[src/rtl/sub_wide_seq.sv]
// Multi-cycle wide unsigned subtractor: D = A - B - B_in, computed one
// 16-bit slice per cycle with the inter-slice borrow held in a register.
//
// state | meaning
// IDLE  | waiting for an operand bundle, in_ready high
// CALC  | subtracting slice `cnt` each cycle, NSLICE cycles total
// DONE  | result presented, out_valid high until out_ready
module sub_wide_seq #(
  parameter int WIDTH = 64
) (
  input  logic             clk,
  input  logic             rst_n,
  input  logic             in_valid,
  output logic             in_ready,
  input  logic [WIDTH:1]   A,
  input  logic [WIDTH:1]   B,
  input  logic             B_in,
  output logic             out_valid,
  input  logic             out_ready,
  output logic [WIDTH:1]   D,
  output logic             B_out,
  output logic             busy
);

  localparam int NSLICE = WIDTH / 16;
  // Keep the counter at least one bit wide so WIDTH=16 still elaborates.
  localparam int CW = (NSLICE > 1) ? $clog2(NSLICE) : 1;
  localparam logic [CW-1:0] LAST = CW'(NSLICE - 1);

  typedef enum logic [1:0] {
    IDLE = 2'd0,
    CALC = 2'd1,
    DONE = 2'd2
  } state_t;

  state_t          state_q;
  state_t          state_d;
  logic [WIDTH:1]  a_q;
  logic [WIDTH:1]  b_q;
  logic            borrow_q;
  logic [CW-1:0]   cnt_q;
  logic [15:0]     a_sl;
  logic [15:0]     b_sl;
  logic [16:0]     diff_full;
  logic            last;
  logic            accept;

  // Status flags come straight from the state register, no input paths.
  assign in_ready  = (state_q == IDLE);
  assign out_valid = (state_q == DONE);
  assign busy      = (state_q == CALC) || (state_q == DONE);
  assign accept    = in_valid && (state_q == IDLE);
  assign last      = (cnt_q == LAST);

  // Select the active 16-bit slice of both operands.
  always_comb begin
    a_sl = '0;
    b_sl = '0;
    for (int k = 0; k < NSLICE; k++) begin
      if (cnt_q == k[CW-1:0]) begin
        a_sl = a_q[16*k+1 +: 16];
        b_sl = b_q[16*k+1 +: 16];
      end
    end
  end

  // One ripple-borrow slice; bit 16 of the 17-bit difference is the borrow out.
  assign diff_full = {1'b0, a_sl} - {1'b0, b_sl} - {16'd0, borrow_q};

  // State register.
  always_ff @(posedge clk or negedge rst_n) begin
    if (!rst_n) state_q <= IDLE;
    else        state_q <= state_d;
  end

  // Next-state decode.
  always_comb begin
    state_d = state_q;
    case (state_q)
      IDLE:    if (in_valid) state_d = CALC;
      CALC:    if (last) state_d = DONE;
      DONE:    if (out_ready) state_d = IDLE;
      default: state_d = IDLE;
    endcase
  end

  // Operand capture and per-slice datapath update.
  always_ff @(posedge clk or negedge rst_n) begin
    if (!rst_n) begin
      a_q      <= '0;
      b_q      <= '0;
      borrow_q <= 1'b0;
      cnt_q    <= '0;
      D        <= '0;
      B_out    <= 1'b0;
    end else if (accept) begin
      a_q      <= A;
      b_q      <= B;
      borrow_q <= B_in;
      cnt_q    <= '0;
      D        <= '0;
    end else if (state_q == CALC) begin
      for (int k = 0; k < NSLICE; k++) begin
        if (cnt_q == k[CW-1:0]) D[16*k+1 +: 16] <= diff_full[15:0];
      end
      borrow_q <= diff_full[16];
      cnt_q    <= cnt_q + CW'(1);
      if (last) B_out <= diff_full[16];
    end
  end

endmodule

[config.mk]
export PLATFORM = sky130hd
export DESIGN_NAME = sub_wide_seq
export DESIGN_NICKNAME = d
export VERILOG_FILES = /design/src/rtl/sub_wide_seq.sv
export SDC_FILE = /design/constraint.sdc
export NUM_CORES = 1
export LEC_CHECK = 0
export CAP_MARGIN = 25
export CORE_UTILIZATION = 56
export DETAILED_ROUTE_END_ITERATION = 10
export GPL_ROUTABILITY_DRIVEN = 0
export GPL_TIMING_DRIVEN = 0
export HOLD_SLACK_MARGIN = 0.12
export PLACE_DENSITY = 0.85
export SLEW_MARGIN = 5
export SYNTH_ARGS = -nofsm -noshare
export SYNTH_HDL_FRONTEND = slang
export SYNTH_SLANG_ARGS = --single-unit
[constraint.sdc]
create_clock -name clk -period 9.16 [get_ports clk]
set_clock_uncertainty 0.2 [all_clocks]
set_input_delay 0.916 -clock clk [delete_from_list [all_inputs] [get_ports clk]]
set_output_delay 0.916 -clock clk [all_outputs]
set_load 0.05 [all_outputs]
After elaboration in Yosys (flattened, before gate mapping). Index checks and enable logic that the tools add are counted.

Bits of input ports: 133. Register bits: 198. Output and inout bits: 68. Word-level logic and storage cells: 59.

Equality and inequality tests: 8. Add/subtract/negate cells: 3. Bitwise logic cells: 1. Muxes and demuxes: 22. Reduce and logical (&&, ||, !) cells: 15.

Operators by type and width (count): $mux W16 (12); $mux W64 (2); $sub A16 B16 Y17 (1); $sub A17 B1 Y17 (1); $mux W2 (5); $reduce_bool A2 Y1 (5); $reduce_and A2 Y1 (4); $eq A2 B2 Y1 const B (3); $pmux W2 S3 (1); $reduce_and A3 Y1 (2); $eq A2 B1 Y1 const B (2); $logic_not A2 Y1 (2); $ne A2 B2 Y1 const B (2); $add A2 B1 Y2 const B (1); $mux W1 (2); $ne A2 B1 Y1 const B (1); $logic_and A1 B1 Y1 (1); $logic_or A1 B1 Y1 (1); $not A1 Y1 (1).

Longest topological paths before layout. Gate-level depths: netlist of the first run.

Depth after elaboration: 10. Gate-level depth with buffers: 22. Depth with buffers taken out: 19.

Least setup slack after synthesis of the first run. OpenSTA, ideal clock, no wires.

Kind: reg-to-reg. From: register cnt_q[1]. To: register D[31] in the netlist's numbering. Stages on the path, launching flop included: 18. Data required time: 8844 ps. Clock period less this slack: 4031 ps. Arrival time: 3715 ps. Path buffers: 2. Setup time: 116 ps. Setup slack: 5129 ps. Cell sequence: dfrtp_1 > inv_1 > ha_1 > clkbuf_1 > buf_1 > nor2_1 > a21oi_1 > nor2_1 > a21oi_1 > o21ai_0 > fa_1 > fa_1 > a21boi_2 > o22ai_2 > o21ai_2 > a31o_4 > nand4_1 > o311ai_0.

Cells in the longest elaborated chain, start to end: 10. Elaborated cells between the ends (all ways): 19. Classes of those cells: add/sub (2); eq/ne (3); mux (11); reduce/logical (3).

Ends and longest elaborated chain: start, declared (line 41) `logic [CW-1:0] cnt_q;`; start signal, assigned (line 107) `cnt_q <= cnt_q + CW'(1);`; $logic_not A2 Y1 (line 60) `if (cnt_q == k[CW-1:0]) begin`; $mux W16 (4 in a row) (line 60); $sub A16 B16 Y17 (line 68) `assign diff_full = {1'b0, a_sl} - {1'b0, b_sl} - {16'd0, borrow_q};`; $sub A17 B1 Y17 (line 68); $mux W16 (line 104) `if (cnt_q == k[CW-1:0]) D[16*k+1 +: 16] <= diff_full[15:0];`; $mux W64 (line 102) `end else if (state_q == CALC) begin`; $mux W64 (line 96) `end else if (accept) begin`; end signal, assigned by index (line 104); end, declared (line 20) `output logic [WIDTH:1] D,`.

Several ways; a longest one is shown, not always the timed one. The select of a mux whose other input is x is not followed. A chain may end at the register's enable or synchronous reset.

Final worst setup path of the first run. Same ends and word-level chain as after synthesis.

==> flow_results.org, run 1 <==
** Drt
- For this block, the via count after detailed routing is 9,311.
- Before antenna repair, the detailed router went through 6 iterations.
- Remaining design rule violation count :: 0
- WL/cell :: 16.8 um
- For this block, the initial DRC count from the detailed router was 661.
- Residual antenna-violating net count after detailed routing :: 0
- Detailed Route WL :: 28,100 um
- Mean number of vias per cell :: 5.56

** Floorplanning
- In this run the core area contains 47 standard-cell rows.
- From bottom edge to top edge, the die measures 134 um.
- between 200 and 250 I/O pins were placed.
- The initial utilization of the core area, before any placement, comes to between 50% and 60%.
- Die W :: between 100 and 150 um
- The core region is 0.0168 mm^2.
- Die area :: 0.0180 mm^2

** CTS
- Buffers added to address setup during post-CTS repair amount to 0.
- Hold-fix buffer count after cts :: 0
- Number of sinks driven by the clock tree :: 198
- Clock tree synthesis selected as its root buffer the cell sky130_fd_sc_hd__clkbuf_16.
- No sink is reached through more buffers than the 2 on the longest clock path.
- Clock tree from TritonCTS :: built
- The H-tree was split into 4 levels.
- Post-cts repair resize count :: 0
- Clock transition at the registers of the reported paths :: about 70 ps
- Clock insertion delay at the later pin of the skew report :: 440 ps
- Total CTS buffers :: 17

** Final layout
- Commonest non-fill, non-tap cells in the layout :: sky130_fd_sc_hd__nand2_1, sky130_fd_sc_hd__clkdlybuf4s50_1, sky130_fd_sc_hd__dfrtp_1
- Of the cells placed in the final design, the portion with a size suffix greater than 1 is under 10%.
- Number of nets in the layout :: 1,614
- Count of inserted antenna diode cells :: 0
- The area growth from synthesis to layout is 29.8%.
- Area of the multi-input gates :: 0.00440 mm^2
- Fill cells in the final layout number 1,251.
- Finished Layout Cells :: 1,676
- Core Util, Final :: about three quarters
- Registers take 0.00495 mm^2.
- Commonest non-fill, non-tap cell in the layout :: sky130_fd_sc_hd__nand2_1

** Global routing
- Entering global routing, the biggest net connects 102 pins.
- Global-route wire length before repair :: 45,300 um
- Via count of the first global-routing pass :: 9,040
- Total track usage :: about a third
- For this run the aggregate overflow at the end of global routing stands at 0.
- The initial antenna violation count is 0.

** Synth
- The Yosys step of the flow raised 0 warnings.
- Number of instances in the synthesized netlist :: about 1.2k
- Share of synthesized cell area in full adder, half adder and majority cells :: 4.88%
- Synth Register Bits :: 198
- Syn Nets :: 1,394
- Sequential elements use 50.6% of the synthesized area.
- Dominant synthesized flop cell :: sky130_fd_sc_hd__dfrtp_1
- Summing the areas of all and, or, nand and nor instances in the mapped netlist gives around a quarter of the synthesized area.
- Average size of a mapped cell :: around 8.0 um^2
- The synthesized netlist contains 44 unique library cells.
- Summing the areas of all compound-gate instances in the mapped netlist gives 12.6% of the synthesized area.
- Main combinational cell family by area after synthesis :: simple AND/OR/NAND/NOR gates
- Post-synthesis instance area :: a little under 0.01 mm^2
- Counting flops with an async set or reset pin after synthesis yields a share of 100%.
- Synth Area in XOR/XNOR :: 1.07%
- Yosys mapped a number of flops with a built-in enable equal to 0.
- Share of synthesized area spent on multiplexers :: less than 1%

** Worst hold path
- Worst hold path endpoint :: a_q[51]
- The worst hold path was traced through 2 stages.
- Critical hold path startpoint :: a_q[51]
- Path class of the lowest-slack min-delay path :: reg2reg

** Worst setup path
- Nature of the critical path endpoint :: flop
- The worst register-to-register path ends at D[31].
- Reg2reg start :: cnt_q[1]
- Element type at the critical path start :: flop
- The worst setup path is of the reg2reg kind.
- Biggest fanout along the worst timing path :: 10
- Data on the critical path is required at its endpoint by 9270 ps.
- Measured in cells, the most critical reg-to-reg path has a length of 17.
- Setup slack of the most critical reg-to-reg path :: 3970 ps
- For the worst setup path, the data arrival time is 5300 ps.

** Outcome
- Result of the run :: completed

** Place
- The HPWL after detailed placement is ~21,000 um.
- Number of port buffers :: 200
- Before CTS, the worst setup slack after placement is ~4100 ps.
- Including well taps, the total number of placed cells is 1,645.

** STA
- Hold timing on the final database bottoms out at a slack of about 280 ps.
- Setup repair after global routing left no endpoint under its margin.
- Of the available clock period, the critical path in the final layout requires 56.7%.
- Setup slack after layout :: a little under 4000 ps
- Final count of negative-setup-slack endpoints :: 0
- The count of endpoints failing hold in the final timing report was 0.
- Counting I/O delays and the setup requirement, the final critical path takes approximately 5200 ps.
- Derived from the worst setup path, the maximum achievable clock frequency is 193 MHz.
- Headroom to the max-slew limit came out at about two fifths.
- For the pin with the worst max-slew slack, the measured transition is 886 ps.
- The final count of pins violating max slew is 0.

** Run
- Across the run, the number of max-cap violations was 0.
-- routing by layer --
metal / vias up / routed length [um] / global-route usage (%)
met5: - / 0 / 0
met4: 0 / 1040 / 14.5
met3: 74 / 2210 / 5.14
met2: 493 / 13500 / 54.9
met1: 4379 / 11400 / 42.4
li1: 4365 / - / -
-- registers in the layout, indices dropped and copies added (netlist names) --
signal,flops
borrow_q,1
cnt_q,2
state_q,2
B_out,1
a_q,64
D,64
b_q,64
-- area by class of cell --
class | count | area share, %
sequential | 198 | 39.0
multi-input combinational | 918 | 34.6
timing repair buffer | 201 | 16.0
clock buffer | 20 | 3.60
buffer | 72 | 2.35
tap | 220 | 2.17
clock inverter | 11 | 1.16
inverter | 36 | 1.06
-- worst max-delay path by stage --
stage                        start  endpoint  cells after the start
after detailed placement  cnt_q[1]     D[31]                     17
after global placement       rst_n   a_q[23]                      1
after floorplan           cnt_q[1]     D[31]                     17
after global routing      cnt_q[1]     D[24]                     18
after CTS                 cnt_q[1]     D[31]                     17
final                     cnt_q[1]     D[31]                     17
-- cell usage after synthesis, drive strengths merged (5+ instances only) --
cell type,number,area [um^2]
nand2,477,1790
dfrtp,198,4950
nor2,139,522
a21oi,124,624
clkbuf,57,214
o21ai,50,254
inv,36,135
ha,35,438
buf,15,85.1
a211oi,9,77.6
a22o,8,70.1
nand3,8,40.0
nand4,7,43.8
xnor2,6,52.6
xor2,6,52.6
and2,5,31.3
nor3,5,25.0
o311ai,5,51.3
-- worst max-delay path, cell delays in order, from the launching register on --
cell and delay (ps):
sky130_fd_sc_hd__dfrtp_1 420, sky130_fd_sc_hd__inv_1 90, sky130_fd_sc_hd__ha_1 190, sky130_fd_sc_hd__clkbuf_1 600, sky130_fd_sc_hd__buf_1 470, sky130_fd_sc_hd__nor2_1 100
sky130_fd_sc_hd__a21oi_1 140, sky130_fd_sc_hd__nor2_1 50, sky130_fd_sc_hd__a21oi_1 160, sky130_fd_sc_hd__o21ai_0 150, sky130_fd_sc_hd__fa_1 490, sky130_fd_sc_hd__fa_1 460
sky130_fd_sc_hd__a21boi_2 210, sky130_fd_sc_hd__o22ai_2 140, sky130_fd_sc_hd__o21ai_2 250, sky130_fd_sc_hd__a31o_4 210, sky130_fd_sc_hd__nand4_1 280, sky130_fd_sc_hd__o311ai_0 460
-- logic make-up after synthesis --
kind of cell	after synthesis
mux	3
simple gates	656
xor+xnor	12
fa+ha+maj	37
compound gates	210
flops	198
buf+inv	108
-- through the flow --
step / TNS [ps] / instance area [um^2]
after floorplan: 0 / 9790
after global placement: -214610 / 12100
after detailed placement: 0 / 12100
after CTS: 0 / 12700
after global routing: 0 / 12700
final: 0 / 12700
Power of run 1 is not shown: default switching activity piles up to over one toggle a cycle in this logic, so the estimate is an artifact.
==> run 2, diff against run 1 <==
Settings changed: CORE_UTILIZATION 56 to 47, PLACE_DENSITY 0.85 to 0.76.
Clock period 9.16 ns to 4.4 ns, I/O delays scaled along.
==> flow_results.org, run 2 (same netlist as run 1, synthesis figures left out) <==
** Floorplanning
- Starting density of the core :: 48.2% (-10 points)
- The overall die width is 146 um (+9.0%).
- The total die area was 0.0214 mm^2 (+19%).
- Cell row count :: 52 (+11%)
- The area inside the core boundary is 0.0203 mm^2 (+21%).
- The number of placed I/O pins is 201 (unchanged).
- The die span in y is 146 um (+9.0%).

** CTS
- The clock latency on the worst-skew pair came to 450 ps (about the same).
- Number of sinks driven by the clock tree :: 198 (unchanged)
- The depth of the CTS H-tree came to 4 (unchanged).
- Total CTS buffers :: 17 (unchanged)
- Clock Path Buffers :: 2 (unchanged)
- Clock tree from TritonCTS :: built
- Clock transition at the registers of the reported paths :: 70 ps (about the same)
- CTS Root Cell :: sky130_fd_sc_hd__clkbuf_16

** Drt
- DR iter-0 viols :: 758 (+15%)
- Mean number of vias per cell :: 5.20 (-6.3%)
- The number of vias in the routed layout is 8,998 (-3.4%).
- The average wire length per cell after detail routing is 16.2 um (-3.5%).
- Detailed Route WL :: 28,000 um (-0.43%)
- The post-route antenna net violation count is 0 (unchanged).
- Remaining design rule violation count :: 0 (unchanged)
- The number of search-and-repair iterations in the first detailed-routing pass came to 7 (+1).

** STA
- Final count of negative-setup-slack endpoints :: 0 (unchanged)
- Count of final hold-check violations :: 0 (unchanged)
- The final count of pins violating max slew is 0 (unchanged).
- Transition time at the pin with the least slew margin :: 906 ps (+19.5 ps)
- Max frequency :: 235 MHz (+22%)
- The final clock period utilization by the worst path came to 96.5% (+40 points).
- The final critical-path required period was 4250 ps (-943 ps).
- Slew HR :: 39.6% (-1.3 points)

** Worst setup path
- The most numerous cell type found on the critical path is sky130_fd_sc_hd__ha_1.
- List of cells traversed by the critical path :: inv_1, ha_1, clkbuf_4, buf_4, nand2_1, nor2_1, a21oi_1, nor2_1, a21oi_1, o21ai_1, ha_1, inv_1, ha_1, a21boi_2, o22ai_2, o21ai_2, a31o_4, nand4_1, buf_4, o311ai_0
- Broken down by cell family, the worst path's largest delay share belongs to compound AO/OA/AOI/OAI gates.
- The worst setup path is captured at a flop.
- Crit path kind :: reg2reg
- The worst register-to-register path begins at cnt_q[0].
- Element type at the critical path start :: flop
- The number of buffers and inverters on the critical path was 5 (+2).
- The slowest stage of the critical path is the sky130_fd_sc_hd__dfrtp_1 cell.
- The cell depth of the worst flop-to-flop path is 20 (+3).
- Critical Path Max Stage Delay :: 420 ps (-180 ps)
- The cell depth of the worst setup path is 20 (+3).
- The maximum fanout along the worst path is 10 (unchanged).
- Critical path startpoint :: cnt_q[0]
- The arrival time at the worst endpoint is 4380 ps (-920 ps).
- The data required time at the worst endpoint was 4540 ps (-4730 ps).

** Global routing
- The global-route wire length before repair is 44,300 um (-2.3%).
- Pin count of the biggest net entering global routing :: 114 (+12%)
- Total track usage :: 26.6% (-6.2 points)
- The initial antenna violation count came to 0 (unchanged).
- The remaining global-route overflow came to 0 (unchanged).
- The via count of the first global-routing pass came to 8,653 (-4.3%).

** Final layout
- Fraction of final layout cells sized beyond drive strength 1 :: 5.76% (+2.4 points)
- The final non-filler cell total came to 1,729 (+3.2%).
- From synthesis to final layout, the design area changed by 31.9%.
- The largest registers in the layout are D: 64 flops, a_q: 64 flops, b_q: 64 flops.
- The register area is 0.00495 mm^2 (unchanged).
- Area of the multi-input gates :: 0.00448 mm^2 (+1.9%)
- The library cell used most frequently in the layout, excluding fill and tap cells, is sky130_fd_sc_hd__nand2_1.
- The number of nets in the layout is 1,616 (+0.12%).
- The antenna diode count was 0 (unchanged).
- The count of filler cells inserted in the layout was 1,761 (+41%).
- Leaving out fill and tap cells, the most frequent cells in the layout are sky130_fd_sc_hd__nand2_1, sky130_fd_sc_hd__clkdlybuf4s50_1, sky130_fd_sc_hd__dfrtp_1.

** Place
- Post-DP HPWL :: 20,800 um (-0.74%)
- The number of placed instances, taps included was 1,695 (+3.0%).
- The number of input and output port buffers inserted is 200 (unchanged).

** Worst hold path
- Path class of the lowest-slack min-delay path :: reg2reg
- The number of stages on the worst hold path was 2 (unchanged).
- The startpoint identified for the worst hold timing path is b_q[31].

** Run
- The max-cap violation count was 0 (unchanged).

** Outcome
- Result of the run :: completed
## run 2: cell type report
type	count	area share (%)
sequential	198	38.4
multi-input combinational	918	34.7
timing repair buffer	203	15.9
clock buffer	18	3.40
buffer	72	2.68
tap	270	2.62
clock inverter	14	1.25
inverter	36	1.05
## run 2: metal layers
metal	GRT usage, %	wire, um	vias up	part of all wire [%]
li1	-	-	4374	-
met1	36.5	12200	4178	43
met2	42.8	12900	392	46
met3	3.66	2020	54	7.2
met4	10.4	890	0	3.2
met5	0	0	-	0
## run 2: path summary, 6_finish.rpt
check                           to  slack (ps)
hold / removal             b_q[31]         280
hold reg to reg            b_q[31]         280
setup / recovery             D[31]         150
max in group asynchronous   a_q[3]        2600
setup reg to reg             D[31]         150
min in group asynchronous    D[46]         370
## run 2: worst register-to-register path, delay by kind of cell (launching register included)
| kind | cells | cell delay, ps |
|---|---|---|
| adder cells (fa/ha/maj) | 3 | 900 |
| buffers and inverters | 5 | 760 |
| AO/OA/AOI/OAI | 8 | 1590 |
| AND/OR/NAND/NOR | 4 | 280 |
| flip-flops | 1 | 420 |
## run 2: repair_timing
action / 4_1_cts / 5_1_grt
gates resized for setup: 28 / 32
endpoints found under the hold margin: 85 / 0
pin swaps: 0 / 3
buffers inserted: 1 / 0
hold buffers: 1 / 0
endpoints found under the setup margin: 47 / 34
## run 2: stage by stage
| step | setup TNS (ps) | hold WS [ps] | util, % | area (um^2) | setup slack [ps] |
|---|---|---|---|---|---|
| after floorplan | 0 | -55.6 | - | 9790 | 369 |
| after CTS | 0 | 279 | 63.3 | 12800 | 31.7 |
| after detailed placement | -16180 | 262 | 59.9 | 12200 | -650 |
| after global routing | -122 | 289 | 63.6 | 12900 | -29.1 |
| after global placement | -1104000 | 257 | 59.8 | 12100 | -5530 |
| final | 0 | 278 | 63.6 | 12900 | 153 |
Power of run 2 is left out for the same reason.
==> run 3, diff against run 2 <==
Settings changed: CORE_UTILIZATION 47 to 40, DONT_BUFFER_PORTS set to 1, PLACE_DENSITY 0.76 to 0.55.
==> flow_results.org, run 3 (same netlist as run 1, synthesis figures left out) <==
** Outcome
- Result of the run :: complete, but fails checks
- The checks that failed: negative hold slack.

** Floorplanning
- The overall die width was 158 um (+8.3%).
- Number of top-level pins :: 201 (unchanged)
- The starting density of the core came to 41.2% (-7.0 points).
- The total die area came to 0.0251 mm^2 (+17%).
- The die span in y is 158 um (+8.3%).
- The number of cell rows is 56 (+7.7%).
- The area inside the core boundary came to 0.0238 mm^2 (+17%).

** STA
- Fin Hold WS :: -508 ps (-786 ps)
- The final count of pins violating max slew came to 0 (unchanged).
- The fmax was 240 MHz (+2.1%).
- The count of endpoints failing hold in the final timing report came to 198 (+198).
- Transition time at the pin with the least slew margin :: 968 ps (+62.2 ps)
- Period utilisation layout :: 94.5% (-2.0 points)
- Setup slack after layout :: 241 ps (+87.9 ps)
- Clock period minus worst slack :: 4160 ps (-87.9 ps)
- The number of setup violations in the final report was 0 (unchanged).
- Setup repair after global routing left no endpoint under its margin.
- The worst slew slack as a fraction of its limit is 35.5% (-4.1 points).

** Worst setup path
- CP top delay family :: compound AO/OA/AOI/OAI gates
- For this design, the slowest cell found on the critical path is sky130_fd_sc_hd__fa_1.
- List of cells traversed by the critical path :: inv_1, ha_1, buf_4, clkbuf_8, nand2_1, nor2_1, a21oi_1, nor2_1, a21oi_1, nor2_1, a21oi_1, fa_2, fa_1, a21boi_2, o22ai_2, o21ai_2, a31o_4, nand4_1, buf_4, o311ai_0
- Critical path data arrival time :: 4290 ps (-90 ps)
- Crit path kind :: reg2reg
- STA classifies the critical path endpoint as a flop.
- The number of buffers and inverters on the critical path came to 4 (-1).
- Biggest fanout along the worst timing path :: 10 (unchanged)
- Required time of the critical path :: 4530 ps (about the same)
- The register-to-register setup slack was 240 ps (+90 ps).
- The largest stage delay on the critical path was 450 ps (+30 ps).
- The worst setup path is launched from a flop.

** Global routing
- The maximum number of pins on one net before global-route repair is 199 (+75%).
- The via count of the first global-routing pass came to 8,528 (-1.4%).
- The global router's overall resource usage was 24.5% (-2.1 points).
- Met2 track demand over resource :: 39.8% (-3.0 points)
- The fraction of met1 tracks used by global routing was 31.9% (-4.7 points).
- Initial antenna violation count :: 1 (+1)
- The global routing stage identified its most utilized layer as met2.
- The remaining global-route overflow came to 0 (unchanged).
- The fraction of met3 tracks used by global routing came to 5.28% (+1.6 points).
- Global-route wire length before repair :: 46,100 um (+4.2%)

** Run
- Number of maximum-capacitance violations :: 0 (unchanged)

** Drt
- WL/cell :: 17.3 um (+6.9%)
- The number of vias in the routed layout is 8,487 (-5.7%).
- Remaining design rule violation count :: 0 (unchanged)
- Residual antenna-violating net count after detailed routing :: 0 (unchanged)
- The average via count per standard cell is 4.98 (-4.4%).
- The post-detailed-routing wire length was 29,500 um (+5.4%).
- Router iterations before antenna repair :: 5 (-2)
- DR iter-0 viols :: 586 (-23%)

** Final layout
- The count of filler cells inserted in the layout was 2,302 (+31%).
- Area added between synthesis and finish :: 24.8%
- Area of all sequential standard cells :: 0.00496 mm^2 (about the same)
- Biggest registers after layout :: D: 64 flops, a_q: 64 flops, b_q: 64 flops
- Commonest non-fill, non-tap cells in the layout :: sky130_fd_sc_hd__nand2_1, sky130_fd_sc_hd__dfrtp_1, sky130_fd_sc_hd__nor2_1
- The area of the multi-input gates is 0.00450 mm^2 (+0.31%).
- The library cell used most frequently in the layout, excluding fill and tap cells, is sky130_fd_sc_hd__nand2_1.
- The final non-filler cell total was 1,705 (-1.4%).
- Fraction of final layout cells sized beyond drive strength 1 :: 6.14% (+0.38 points)
- Number of nets in the layout :: 1,543 (-4.5%)
- Core Util, Final :: 51.4% (-12 points)

** Place
- The number of input and output port buffers inserted is 0 (-100%).
- The post-place setup slack was -786 ps (-136 ps).
- Post-DP HPWL :: 21,200 um (+1.6%)
- The number of placed instances, taps included is 1,543 (-9.0%).

** CTS
- Number of sinks driven by the clock tree :: 198 (unchanged)
- Clock tree from TritonCTS :: built
- Clock insertion delay at the later pin of the skew report :: 450 ps (about the same)
- The number of hold-repair buffers added at the cts stage is 129 (+128).
- The cell sitting at the root of the clock tree is a sky130_fd_sc_hd__clkbuf_16.
- Clock Path Buffers :: 2 (unchanged)
- Number of levels the H-tree was split into :: 4 (unchanged)
- Total CTS buffers :: 17 (unchanged)
- The clock transition time at the flip-flop clock pins of the worst setup and hold paths came to 80 ps (about the same).

** Worst hold path
- Path class of the lowest-slack min-delay path :: in2async
[run 3: through the flow]
step	setup TNS, ps	instance area, um^2
floorplan	0	9790
finish	0	12200
CTS	0	12100
global placement	-20110	10200
detailed placement	-22470	10200
global route	0	12200
[run 3: path summary, 6_finish.rpt]
path,startpoint,endpoint,depth (start not counted)
max in group asynchronous,rst_n,a_q[2],0
setup / recovery,cnt_q[0],D[63],20
hold reg to reg,a_q[62],a_q[62],2
hold / removal,rst_n,D[45],0
setup reg to reg,cnt_q[0],D[63],20
min in group clk,in_valid,state_q[0],3
[run 3: cell type report]
class,instances,area share (%)
Antenna cell,1,0.0205
Buffer,72,2.96
Clock buffer,17,3.48
Clock inverter,14,1.18
Inverter,36,1.11
Multi-Input combinational cell,918,36.8
Sequential cell,198,40.6
Tap cell,319,3.27
Timing Repair Buffer,130,10.6
[run 3: per-layer routing]
layer / wire, um / up-vias
li1: - / 4223
met1: 13100 / 3985
met2: 13800 / 235
met3: 1870 / 44
met4: 744 / 0
met5: 0 / -
[run 3: what timing repair did]
item,in CTS,in global routing
pin swaps,1,3
setup endpoints to repair,55,34
setup buffers,1,0
endpoints found under the hold margin,327,198
resized for setup,28,44
Power of run 3 is left out for the same reason.
